<file path="src/rtl/stat_bist_sequencer.sv">
// BIST sequencer for combinational Stat cores: LFSR stimulus, MISR compaction,
// signature/pass reporting against a golden value.
module stat_bist_sequencer #(
  parameter int N_IN   = 31,
  parameter int N_OUT  = 17,
  parameter int CNT_W  = 16,
  parameter int SETTLE = 1
) (
  input  logic             clk,
  input  logic             rst,
  input  logic             start,
  input  logic             abort,
  input  logic [CNT_W-1:0] num_patterns,
  input  logic [N_IN-1:0]  seed,
  input  logic [N_OUT-1:0] golden,
  output logic [N_IN-1:0]  cut_in,
  input  logic [N_OUT-1:0] cut_out,
  output logic             busy,
  output logic             done,
  output logic             pass,
  output logic [N_OUT-1:0] signature
);

  localparam int ST_W = (SETTLE > 1) ? $clog2(SETTLE) : 1;

  typedef enum logic [1:0] {
    S_IDLE,
    S_APPLY,
    S_CAPTURE,
    S_FINISH
  } state_t;

  state_t           r_state;
  state_t           w_nxt;
  logic [CNT_W-1:0] r_num;
  logic [CNT_W-1:0] r_cnt;
  logic [N_OUT-1:0] r_golden;
  logic [N_OUT-1:0] r_misr;
  logic [N_OUT-1:0] r_sig;
  logic [N_IN-1:0]  r_lfsr;
  logic [N_IN-1:0]  r_cut_in;
  logic [ST_W-1:0]  r_settle;
  logic             r_pass;

  logic [N_IN-1:0]  w_seed;
  logic [N_IN-1:0]  w_lfsr_nxt;
  logic [N_OUT-1:0] w_misr_nxt;
  logic             w_settled;
  logic             w_last;
  logic             w_empty;

  // A zero seed would lock the LFSR, so substitute all-ones.
  assign w_seed     = (seed == '0) ? '1 : seed;
  assign w_lfsr_nxt = {r_lfsr[N_IN-2:0],
                       r_lfsr[N_IN-1] ^ r_lfsr[N_IN-4]};
  assign w_misr_nxt = {r_misr[N_OUT-2:0],
                       r_misr[N_OUT-1] ^ r_misr[N_OUT-4]}
                      ^ cut_out;
  assign w_settled  = (r_settle == ST_W'(SETTLE - 1));
  assign w_last     = (r_cnt == r_num - CNT_W'(1));
  assign w_empty    = (num_patterns == '0);

  always_ff @(posedge clk) begin
    if (rst) r_state <= S_IDLE;
    else     r_state <= w_nxt;
  end

  always_comb begin
    w_nxt = r_state;
    unique case (r_state)
      S_IDLE: begin
        if (start) w_nxt = w_empty ? S_FINISH : S_APPLY;
      end
      S_APPLY: begin
        if (abort)          w_nxt = S_IDLE;
        else if (w_settled) w_nxt = S_CAPTURE;
      end
      S_CAPTURE: begin
        if (abort)       w_nxt = S_IDLE;
        else if (w_last) w_nxt = S_FINISH;
        else             w_nxt = S_APPLY;
      end
      S_FINISH: w_nxt = S_IDLE;
      default:  w_nxt = S_IDLE;
    endcase
  end

  always_ff @(posedge clk) begin
    if (rst) begin
      r_num    <= '0;
      r_cnt    <= '0;
      r_golden <= '0;
      r_misr   <= '0;
      r_sig    <= '0;
      r_lfsr   <= '0;
      r_cut_in <= '0;
      r_settle <= '0;
      r_pass   <= 1'b0;
    end else begin
      unique case (r_state)
        S_IDLE: begin
          if (start) begin
            r_num    <= num_patterns;
            r_golden <= golden;
            r_lfsr   <= w_seed;
            r_cut_in <= w_empty ? '0 : w_seed;
            r_misr   <= '0;
            r_cnt    <= '0;
            r_settle <= '0;
            r_sig    <= '0;
            r_pass   <= w_empty && (golden == '0);
          end
        end
        S_APPLY: begin
          if (abort)           r_cut_in <= '0;
          else if (!w_settled) r_settle <= r_settle + ST_W'(1);
        end
        S_CAPTURE: begin
          if (abort) begin
            r_cut_in <= '0;
          end else begin
            r_misr   <= w_misr_nxt;
            r_lfsr   <= w_lfsr_nxt;
            r_cnt    <= r_cnt + CNT_W'(1);
            r_settle <= '0;
            // Publish the result as FINISH is entered so it is valid with done.
            if (w_last) begin
              r_sig  <= w_misr_nxt;
              r_pass <= (w_misr_nxt == r_golden);
            end else begin
              r_cut_in <= w_lfsr_nxt;
            end
          end
        end
        S_FINISH: r_cut_in <= '0;
        default:  r_cut_in <= '0;
      endcase
    end
  end

  assign cut_in    = r_cut_in;
  assign busy      = (r_state == S_APPLY) || (r_state == S_CAPTURE);
  assign done      = (r_state == S_FINISH);
  assign pass      = r_pass;
  assign signature = r_sig;

endmodule

</file>
<file path="config.mk">
export PLATFORM = sky130hd
export DESIGN_NAME = stat_bist_sequencer
export DESIGN_NICKNAME = d
export VERILOG_FILES = /design/src/rtl/stat_bist_sequencer.sv
export SDC_FILE = /design/constraint.sdc
export NUM_CORES = 1
export LEC_CHECK = 0
export CAP_MARGIN = 20
export CORE_ASPECT_RATIO = 0.75
export CORE_MARGIN = 2
export CORE_UTILIZATION = 25
export CTS_CLUSTER_SIZE = 12
export DETAILED_ROUTE_END_ITERATION = 8
export GPL_TIMING_DRIVEN = 0
export PLACE_DENSITY = 0.53
export SYNTH_ARGS = -nofsm -noshare
export SYNTH_HDL_FRONTEND = slang
export SYNTH_SLANG_ARGS = --single-unit
</file>
<file path="constraint.sdc">
create_clock -name clk -period 3.8 [get_ports clk]
set_input_delay 0.38 -clock clk [delete_from_list [all_inputs] [get_ports clk]]
set_output_delay 0.38 -clock clk [all_outputs]
set_load 0.02 [all_outputs]
</file>
==> impl_metrics.tcl <==
set metrics [dict create \
    path_clk_slew_ns 0.06 \
    fin_crit_sh 0.9285 \
    final_cell_mix "148 x dfxtp_1, 135 x nand2_1, 135 x clkdlybuf4s50_1, 132 x nor2_1, 77 x o21ai_0" \
    slew_viol_final 0 \
    nFillCells 3052 \
    fin_skew_ns 0.01022 \
    port_buffers 135 \
    ys_types 59 \
    diodes 0 \
    postLayoutSetupSlackWorst_ns 0.2718 \
    hold_viol 0 \
    hold_buffers 0 \
    clock_latency_ns 0.43 \
    ys_async_sr_fraction 0 \
    cts_setup_buffers 0 \
    core_area_mm2 0.02912 \
    cts_tree "done" \
    areaGrowthSynthToFinish_pct 33.26 \
    place_hpwl_um 18920 \
    syn-num-nets 1017 \
    setup_tns_ns 0 \
    groute.usage.overall 0.1601 \
    core.rowCount 54 \
    synthCells 926 \
    drc_errors 0 \
    multi_input_area_mm2 0.004101 \
    fin_cells 1484 \
    grt_max_degree 17 \
    clockBufferDepth 2 \
    wire_per_inst_um 16.64 \
    slowest_delay_ns 0.53 \
    setup_viol 0 \
    nets 1171 \
    seq_area_frac_synth 0.4004 \
    grt_overflow 0 \
    cts_root_buf "clkbuf_16" \
    required_ns 4.10 \
    postSynthAreaPerCell_um2 7.991 \
    numCtsBuffers 17 \
    synth_edf_count 0 \
    cp_cell_sequence "inv_1 -> ha_1 -> or3b_2 -> or4_4 -> a221o_1 -> a211o_1 -> o41ai_4 -> a31oi_4 -> buf_6 -> o2bb2ai_2" \
    layout-drive-gt1-share 0.08700 \
    hold_class "flop to flop" \
    synthesis.area_mm2 0.007400 \
    crit_type "flop to flop" \
    ir_drop_uv 258.8 \
    ys_seq_elements 148 \
    end_kind "flop" \
    grt_pass1_vias 6841 \
    ys_top_cells_by_area "dfxtp_1 40%, nand2_1 6.8%, nor2_1 6.7%, xnor2_1 5.8%, o21ai_0 5.3%" \
    die_h_um 153.0 \
    dp.cells 1453 \
    routabilityCongestion 0.8742 \
    worst_slew_pin_slew_ns 0.7252 \
    status "complete, no violations" \
    post_drt_via_cell_ratio 4.847 \
    die_area_mm2 0.03100 \
    period_needed_ns 3.528 \
    slowest_stage "o41ai_4" \
    io_pins 136 \
    critPathMaxFanout 10 \
    drt-pass1-iter-count 5 \
    leakagePower_nw 3.395 \
    place_ws_ns 0.09710 \
    arrival_ns 3.83 \
    drt-total-wl_um 24700 \
    yosys.area.top_type "dfxtp_1" \
    vias 7193 \
    drv_cap 0 \
    rsz0062_at_grt "no" \
    final_common_cell "dfxtp_1" \
    fin_area_mm2 0.009861 \
    fp.dieW_um 202.7 \
    start_util 0.2541 \
    htreeDepth 4 \
    antenna_found_initial 0 \
    clock_sinks 148 \
    timing.fmax_mhz 283.4 \
    netlist.area_leader.share 0.4004 \
    power.total_mw 4.258 \
    final_core_util 0.3386 \
    start_kind "flop" \
    ys_warn_count 0 \
    cts_resized 0 \
    postPlaceCellArea_mm2 0.009241 \
    power_density_mw_per_mm2 431.8 \
    grt_pass1_wl_um 38980 \
    antenna_left 0 \
    holdWs_ns 0.4671 \
    relSlewSlack 0.5120 \
    drtIter0Drc 569 \
    seqCellArea_mm2 0.002963 \
    synthFlopType "dfxtp_1" \
]
## where the power goes
part           leakage (nW)  total (mW)  switching [mW]  internal [mW]
Clock                 0.299        1.80           0.705           1.09
Combinational          1.89       0.751           0.423          0.328
Sequential             1.21        1.71          0.0741           1.63
Total                  3.39        4.26            1.20           3.06
## state kept, by name (all words and copies together), names as in the netlist
name and cells:
r_lfsr 31, r_golden 17, pass 1, r_misr 17, r_cnt 16, r_num 16, signature 17, cut_in 31
r_state 2
## critical path: cells and delay by family, from the launching register on
kind	cells	cell delay, ns
AOI/OAI and AO/OA	5	1.51
adders and majority gates	1	0.22
buffers and inverters	2	0.29
DFF	1	0.36
and+or+nand+nor	2	1.00
## synth_stat cells (all sizes together) (6+ instances only)
cell and number:
a21oi 75, a22oi 29, and3 8, buf 12, clkbuf 57, dfxtp 148
ha 6, inv 13, nand2 135, nand3 13, nand4 11, nor2 132
nor2b 15, nor3 6, nor4 23, o21ai 79, o221a 31, o2bb2ai 16
or3 6, xnor2 49, xor2 19
## cell type report
cell class,count,share of cell area
multi-input combinational,696,0.4159
sequential,148,0.3005
timing repair buffer,135,0.1370
tap,392,0.04974
clock buffer,17,0.04314
buffer,69,0.02982
clock inverter,14,0.01891
inverter,13,0.004949
## final timing paths
| kind | startpoint | end | slack (ns) | depth (start not counted) |
|---|---|---|---|---|
| min | signature[1] | signature[1] | 0.47 | 1 |
| max reg2reg | r_num[0] | signature[16] | 0.27 | 10 |
| min reg2reg | signature[1] | signature[1] | 0.47 | 1 |
| max | r_num[0] | signature[16] | 0.27 | 10 |
## kinds of logic after synthesis
kind of cell    Yosys count  synth area share
compound gates          255            0.2410
flops                   148            0.4004
xor+xnor                 68           0.08049
fa+ha+maj                 6           0.01015
mux                       1          0.001353
buf+inv                  82           0.04616
simple gates            366            0.2205
## routing by layer
metal,wire length (um),track usage,vias up
li1,-,-,3564
met4,207,0.03372,0
met2,10110,0.2312,200
met1,12870,0.2379,3414
met3,1516,0.03966,15
met5,0,0,-
No activity file was read; power rests on OpenSTA's default activity.
